--- config.mk ---
export PLATFORM = sky130hd
export DESIGN_NAME = rr_grant_arbiter8
export DESIGN_NICKNAME = d
export VERILOG_FILES = /design/src/rtl/rr_grant_arbiter8.sv
export SDC_FILE = /design/constraint.sdc
export NUM_CORES = 1
export LEC_CHECK = 0
export ABC_CLOCK_PERIOD_IN_PS = 4800
export CORE_ASPECT_RATIO = 0.5
export CORE_MARGIN = 1.5
export CORE_UTILIZATION = 50
export CTS_CLUSTER_DIAMETER = 150
export DETAILED_ROUTE_END_ITERATION = 6
export PLACE_DENSITY = 0.69
export SLEW_MARGIN = 40
export SYNTH_ARGS = -nofsm -noshare
export SYNTH_HDL_FRONTEND = slang
export SYNTH_SLANG_ARGS = --single-unit
export TNS_END_PERCENT = 1
--- constraint.sdc ---
create_clock -name clk -period 4.8 [get_ports clk]
set_input_delay 0.72 -clock clk [delete_from_list [all_inputs] [get_ports clk]]
set_output_delay 0.72 -clock clk [all_outputs]
set_load 0.03 [all_outputs]
--- src/rtl/rr_grant_arbiter8.sv ---
// Round-robin arbiter with a registered one-hot grant for eight requesters.
// A grant is held until the owner releases it or the hold watchdog revokes it.
module rr_grant_arbiter8 #(
   parameter int N        = 8,
   parameter int MAX_HOLD = 16,
   parameter int CW       = 5
) (
   input  logic         clk,
   input  logic         rst_n,
   input  logic [N-1:0] req,
   input  logic         release_pulse,  // owner-done strobe; "release" is a reserved word
   output logic [N-1:0] grant,
   output logic         grant_valid,
   output logic         timeout
);

   localparam int PW = $clog2(N);

   typedef enum logic {IDLE, GRANT} state_t;

   state_t        state_q, state_d;
   logic [N-1:0]  grant_q, grant_d;
   logic          grant_valid_q, grant_valid_d;
   logic          timeout_q, timeout_d;
   logic [PW-1:0] ptr_q, ptr_d;
   logic [PW-1:0] owner_q, owner_d;
   logic [CW-1:0] hold_cnt_q, hold_cnt_d;

   logic [PW-1:0] scan_idx;
   logic [PW-1:0] win_idx;
   logic          win_found;
   logic [PW-1:0] next_ptr;

   // Scan from ptr upward with wrap; the first set request wins.
   always_comb begin
      win_found = 1'b0;
      win_idx   = '0;
      scan_idx  = '0;
      for (int i = 0; i < N; i++) begin
         scan_idx = PW'((int'(ptr_q) + i) % N);
         if (!win_found && req[scan_idx]) begin
            win_found = 1'b1;
            win_idx   = scan_idx;
         end
      end
   end

   assign next_ptr = (owner_q == PW'(N - 1)) ? '0 : owner_q + PW'(1);

   // NOTE: every signal written here gets a default first, so no latch can be inferred.
   always_comb begin
      state_d       = state_q;
      grant_d       = grant_q;
      grant_valid_d = grant_valid_q;
      timeout_d     = 1'b0;
      ptr_d         = ptr_q;
      owner_d       = owner_q;
      hold_cnt_d    = hold_cnt_q;

      unique case (state_q)
         IDLE: begin
            grant_d       = '0;
            grant_valid_d = 1'b0;
            if (win_found) begin
               state_d       = GRANT;
               grant_d       = N'(1) << win_idx;
               grant_valid_d = 1'b1;
               owner_d       = win_idx;
               hold_cnt_d    = '0;
            end
         end
         GRANT: begin
            // Release takes precedence over the watchdog when both land together.
            if (release_pulse || hold_cnt_q == CW'(MAX_HOLD - 1)) begin
               state_d       = IDLE;
               grant_d       = '0;
               grant_valid_d = 1'b0;
               ptr_d         = next_ptr;
               timeout_d     = !release_pulse;
            end else begin
               hold_cnt_d = hold_cnt_q + CW'(1);
            end
         end
         default: state_d = IDLE;
      endcase
   end

   // NOTE: synchronous reset sampled on the clock edge; state uses non-blocking updates only.
   always_ff @(posedge clk) begin
      if (!rst_n) begin
         state_q       <= IDLE;
         grant_q       <= '0;
         grant_valid_q <= 1'b0;
         timeout_q     <= 1'b0;
         ptr_q         <= '0;
         owner_q       <= '0;
         hold_cnt_q    <= '0;
      end else begin
         state_q       <= state_d;
         grant_q       <= grant_d;
         grant_valid_q <= grant_valid_d;
         timeout_q     <= timeout_d;
         ptr_q         <= ptr_d;
         owner_q       <= owner_d;
         hold_cnt_q    <= hold_cnt_d;
      end
   end

   assign grant       = grant_q;
   assign grant_valid = grant_valid_q;
   assign timeout     = timeout_q;

endmodule

==> flow_metrics.env, run 1 <==
export IMPL_status="completed"
export IMPL_power_density_nw_per_um2=277
export IMPL_min_period_over_period_pct=77.2
export IMPL_synthCells=196
export IMPL_route_detailed_drc=0
export IMPL_vias=1692
export IMPL_nFillCells=325
export IMPL_finalSetupTns_ns=0
export IMPL_cts_root_buf="clkbuf_8"
export IMPL_preCtsSetupSlack_ns=1.12
export IMPL_finalHoldViolCount=0
export IMPL_grt_pass1_vias=1589
export IMPL_insertion_delay_ns=0.27
export IMPL_ys_top_cells_by_area="dfxtp_1 23%, mux4_2 17%, mux2i_1 4.7%, mux4_1 4.2%, ha_1 4.0%"
export IMPL_cts_tree="built"
export IMPL_cts_htree_levels=1
export IMPL_pwr_share_clk_pct=28.6
export IMPL_grt_antenna_before_repair=0
export IMPL_worst_pin_slew_ns=0.815
export IMPL_rows=15
export IMPL_fmax_mhz=270
export IMPL_syn_to_final_growth_pct=15.4
export IMPL_vdd_drop_max_uv=205
export IMPL_cp_max_fo=17
export IMPL_relSlewSlack_pct=44.1
export IMPL_power_internal_mw=0.403
export IMPL_place_inst=261
export IMPL_path_class="reg -> reg"
export IMPL_crit_path_end_kind="register"
export IMPL_syn_nets=213
export IMPL_yosysWarnings=0
export IMPL_synth_flop_cell="dfxtp_1"
export IMPL_cap_violations=0
export IMPL_clock_skew_final_ns=0.00767
export IMPL_vias_per_cell=6.38
export IMPL_yosysTopAreaCellShare_pct=23.2
export IMPL_ys_seq_area_share_pct=23.2
export IMPL_synth_commonest_cells="22 x dfxtp_1, 19 x nor2_1, 18 x nand2_1, 14 x mux4_2, 12 x a21oi_1"
export IMPL_cts_buffer_depth=2
export IMPL_synth_edf_count=0
export IMPL_grt_usage_pct=24.0
export IMPL_grt_pass1_wl_um=7800
export IMPL_routed_wl_um=4640
export IMPL_drv_slew=0
export IMPL_dpl_cell_area_um2=2120
export IMPL_ys_seq_elements=22
export IMPL_yosysTopAreaCell="dfxtp_1"
export IMPL_drt_iter0_drc=185
export IMPL_p_leak_nw=0.813
export IMPL_antenna_cells=0
export IMPL_nNetsFinal=232
export IMPL_synth_cell_type_count=49
export IMPL_core_area_um2=3530
export IMPL_p_seq_share_pct=33.3
export IMPL_initial_core_util_pct=53.8
export IMPL_dp_hpwl_um=3360
export IMPL_dieArea_um2=4190
export IMPL_cts_hold_buf=0
export IMPL_setup_ws_ns=1.10
export IMPL_portBuffers=20
export IMPL_setup_viol=0
export IMPL_gp_congestion=0.946
export IMPL_cts_resized=0
export IMPL_io_pins=21
export IMPL_hold_class="reg -> reg"
export IMPL_switching_share_pct=33.5
export IMPL_rsz0062_at_grt="no"
export IMPL_whs_ns=0.459
export IMPL_first_pass_iters=4
export IMPL_clk_pin_slew_ns=0.08
export IMPL_start_kind="register"
export IMPL_worstPathRequired_ns=4.97
export IMPL_critPathArrivalTime_ns=3.88
export IMPL_syn_area_um2=1900
export IMPL_fp_dieH_um=46.6
export IMPL_grt_overflow_total=0
export IMPL_die_w_um=90.1
export IMPL_numCtsBuffers=3
export IMPL_post_cts_buffers=0
export IMPL_power_switching_mw=0.203
export IMPL_finalCriticalPeriod_ns=3.70
export IMPL_wl_per_cell_um=17.5
export IMPL_drive_gt1_share_pct=16.4
export IMPL_synthArstFlopShare_pct=0
export IMPL_fin_cells=265
export IMPL_p_comb_share_pct=38.1
export IMPL_yosysMostFrequentCell="dfxtp_1"
export IMPL_cts_sinks=22
export IMPL_synth_area_per_cell_um2=9.68
export IMPL_grt_max_degree=18
export IMPL_stdcell_area_um2=2190
export IMPL_drt_antenna_violating_nets=0
==> final cells by class <==
class	instances	area [µm²]	area share, %
Timing Repair Buffer	23	223	10.2
Inverter	6	22.5	1.03
Multi-Input combinational cell	159	1370	62.5
Clock inverter	1	30.0	1.37
Tap cell	51	63.8	2.91
Sequential cell	22	440	20.1
Clock buffer	3	41.3	1.89
==> cells in the final DEF, fill, tap and decap left out, types with 2 or more instances in the layout <==
master	count
nand3_1	2
a21oi_1	12
a221oi_1	3
nand2_1	18
mux2i_1	9
xor2_1	4
nand3b_1	2
o21ai_1	4
dfxtp_1	22
a31oi_1	3
ha_1	6
nor3b_1	2
clkdlybuf4s50_1	20
nand4_1	3
a32oi_1	3
o31ai_1	6
and2_1	4
a21o_1	2
nor2_1	19
clkbuf_8	3
inv_1	4
nor2b_1	2
mux4_1	3
mux4_2	14
mux2_2	5
xnor2_1	2
o21ai_0	6
buf_4	3
and3_1	3
nor3_1	5
o31ai_2	2
==> power groups by stage <==
| stage | registers (mW) | logic [mW] | clock network (mW) |
|---|---|---|---|
| global route | 0.203 | 0.252 | 0.181 |
| detailed placement | 0.206 | 0.227 | 0 |
| global placement | 0.206 | 0.224 | 0 |
| floorplan | 0.216 | 0.160 | 0 |
| CTS | 0.202 | 0.228 | 0.176 |
| finish | 0.202 | 0.231 | 0.173 |
==> state kept, by name, indices dropped and copies added (netlist names) <==
| register | count |
|---|---|
| grant | 8 |
| hold_cnt_q | 5 |
| owner_q | 3 |
| ptr_q | 3 |
| grant_valid | 1 |
| state_q | 1 |
| timeout | 1 |
==> final timing paths <==
path	endpoint	startpoint	slack, ns	cells after the start
worst min-delay path	grant[7]	grant[7]	0.46	2
worst min register to register	grant[7]	grant[7]	0.46	2
worst max register to register	grant[6]	ptr_q[1]	1.10	10
worst max-delay path	grant[6]	ptr_q[1]	1.10	10
==> metal layers <==
| metal | global-route usage, % | wire length [µm] |
|---|---|---|
| met1 | 33.2 | 2200 |
| met2 | 37.6 | 2000 |
| met3 | 3.96 | 323 |
| met4 | 11.7 | 114 |
| met5 | 0 | 0 |
==> metrics by stage <==
step	total power [mW]	utilization, %
4_1_cts	0.606	62.1
3_5_place_dp	0.433	60.0
2_1_floorplan	0.376	-
6_report	0.606	62.1
3_3_place_gp	0.430	60.0
5_1_grt	0.637	62.1
==> logic make-up (layout without fill, tap and decap cells) <==
family,count (synthesis),count (layout),synth area share (%)
AND/OR/NAND/NOR,64,64,16.6
AO/OA/AOI/OAI,51,51,19.2
multiplexers,32,32,29.7
flip-flops,22,22,23.2
buffers and inverters,15,33,4.62
adder cells (fa/ha/maj),6,6,3.96
XOR/XNOR,6,6,2.77
==> worst max-delay path, cell delays in order (launching register included) <==
cell       delay [ns]
dfxtp_1          0.32
buf_4            0.24
clkinv_1         0.26
ha_1             0.68
mux4_2           0.64
mux2_2           0.33
o21ai_0          0.23
o21ai_1          0.11
o2111ai_1        0.31
nand3_1          0.22
o31ai_1          0.27
Power figures use the tool's default switching activity.
==> inputs of run 2 (changes only) <==
Settings changed: ABC_CLOCK_PERIOD_IN_PS 4800 to 3600.
Clock period 4.8 ns to 3.6 ns, I/O delays scaled along.
==> run 2 against run 1 <==
Against the previous run:
- clock skew rose by 0.0037 ns
- final cell count increased by 1.1%
- power is 33% higher
- setup slack lost 0.73 ns
- fmax is 14% higher
- combinational power is 33% higher
- wire length down 5.4%
- critical path depth is the same
- critical endpoint is now grant[4]
==> flow_metrics.env, run 2 (synthesized netlist as in run 1, its figures left out) <==
export IMPL_drt_antenna_violating_nets=0
export IMPL_dp_hpwl_um=3240
export IMPL_postLayoutCoreUtil_pct=62.7
export IMPL_clock_skew_final_ns=0.0114
export IMPL_p_comb_share_pct=38.3
export IMPL_largest_reg_flops=8
export IMPL_status="completed"
export IMPL_cts_tree="built"
export IMPL_critPathArrivalTime_ns=3.41
export IMPL_gp_congestion=0.872
export IMPL_routed_wl_um=4390
export IMPL_rsz0062_at_grt="no"
export IMPL_fmax_mhz=309
export IMPL_die_w_um=90.1
export IMPL_cts_sinks=22
export IMPL_wl_per_cell_um=16.4
export IMPL_nNetsFinal=235
export IMPL_switching_share_pct=32.7
export IMPL_fin_total_pwr_mw=0.805
export IMPL_clk_pin_slew_ns=0.08
export IMPL_grt_overflow_total=0
export IMPL_finalSetupTns_ns=0
export IMPL_whs_ns=0.453
export IMPL_drv_slew=0
export IMPL_layout_common_cells="22 x dfxtp_1, 20 x clkdlybuf4s50_1, 19 x nor2_1"
export IMPL_power_internal_mw=0.542
export IMPL_max_stage_delay_ns=0.53
export IMPL_grt_usage_pct=23.0
export IMPL_crit_path_end_kind="register"
export IMPL_io_pins=21
export IMPL_vias=1702
export IMPL_ff2ff_setup_slack_ns=0.36
export IMPL_grt_max_degree=17
export IMPL_critPathTopFamily="simple AND/OR/NAND/NOR gates"
export IMPL_fin_cells=268
export IMPL_path_class="reg -> reg"
export IMPL_drive_gt1_share_pct=17.5
export IMPL_finalCriticalPeriod_ns=3.24
export IMPL_grt_pass1_vias=1599
export IMPL_post_cts_buffers=0
export IMPL_cts_hold_buf=0
export IMPL_worst_path_buf_inv=2
export IMPL_power_switching_mw=0.263
export IMPL_route_detailed_drc=0
export IMPL_setup_viol=0
export IMPL_power_density_nw_per_um2=364
export IMPL_vdd_drop_max_uv=345
export IMPL_cts_resized=0
export IMPL_rows=15
export IMPL_cts_htree_levels=1
export IMPL_finalHoldViolCount=0
export IMPL_first_pass_iters=4
export IMPL_antenna_cells=0
export IMPL_portBuffers=20
export IMPL_cp_max_fo=9
export IMPL_numCtsBuffers=3
export IMPL_worstPathRequired_ns=3.77
export IMPL_syn_to_final_growth_pct=16.6
export IMPL_hold_class="reg -> reg"
export IMPL_cts_buffer_depth=2
export IMPL_relSlewSlack_pct=60.3
export IMPL_start_kind="register"
export IMPL_drt_iter0_drc=145
export IMPL_min_period_over_period_pct=90.0
export IMPL_grt_antenna_before_repair=0
export IMPL_vias_per_cell=6.35
export IMPL_cp_cell_sequence="inv_2 -> ha_1 -> buf_4 -> mux4_2 -> mux2i_1 -> and2_1 -> nand2_4 -> or4_1 -> o31a_2 -> o31ai_2"
export IMPL_critPathSlowestCell="ha_1"
export IMPL_p_leak_nw=0.827
export IMPL_fp_dieH_um=46.6
export IMPL_insertion_delay_ns=0.26
export IMPL_place_inst=264
export IMPL_initial_core_util_pct=53.8
export IMPL_p_seq_share_pct=33.6
export IMPL_pwr_share_clk_pct=28.1
export IMPL_layout_commonest_cell="dfxtp_1"
export IMPL_dieArea_um2=4190
export IMPL_cap_violations=0
export IMPL_core_area_um2=3530
export IMPL_grt_pass1_wl_um=7520
export IMPL_worst_pin_slew_ns=0.594
export IMPL_cts_root_buf="clkbuf_8"
[run 2: final timing paths]
kind | cells after the start | from | endpoint
min reg2reg | 2 | grant[1] | grant[1]
min | 2 | grant[1] | grant[1]
max | 10 | ptr_q[0] | grant[4]
max reg2reg | 10 | ptr_q[0] | grant[4]
[run 2: layout make-up]
| cell class | count | area [µm²] |
|---|---|---|
| Fill cell | 321 | 1320 |
| Clock buffer | 3 | 41.3 |
| Sequential cell | 22 | 440 |
| Timing Repair Buffer | 26 | 245 |
| Tap cell | 51 | 63.8 |
| Multi-Input combinational cell | 159 | 1370 |
| Inverter | 6 | 22.5 |
| Clock inverter | 1 | 30.0 |
[run 2: per-layer routing]
metal	vias up	GRT usage (%)	part of all wire [%]
met4	0	9.52	1.8
met1	825	30.4	46
li1	805	-	-
met2	64	39.4	47
met5	-	0	0
met3	8	3.14	5.9
[run 2: power groups by stage]
stage	clock network [mW]	registers (mW)	logic (mW)
6_report	0.226	0.270	0.308
2_1_floorplan	0	0.288	0.213
5_1_grt	0.241	0.272	0.336
4_1_cts	0.233	0.270	0.306
3_5_place_dp	0	0.276	0.303
3_3_place_gp	0	0.275	0.303
[run 2: stage by stage]
stage / setup slack, ns / area, µm²
after floorplan: 0.297 / 1900
after global placement: 0.291 / 2140
after detailed placement: 0.287 / 2140
after CTS: 0.385 / 2210
after global routing: 0.145 / 2210
final: 0.362 / 2210
[run 2: worst register-to-register path: stages (launching register included)]
cell,delay [ns]
dfxtp_1,0.36
inv_2,0.12
ha_1,0.53
buf_4,0.23
mux4_2,0.35
mux2i_1,0.23
and2_1,0.35
nand2_4,0.09
or4_1,0.51
o31a_2,0.17
o31ai_2,0.22
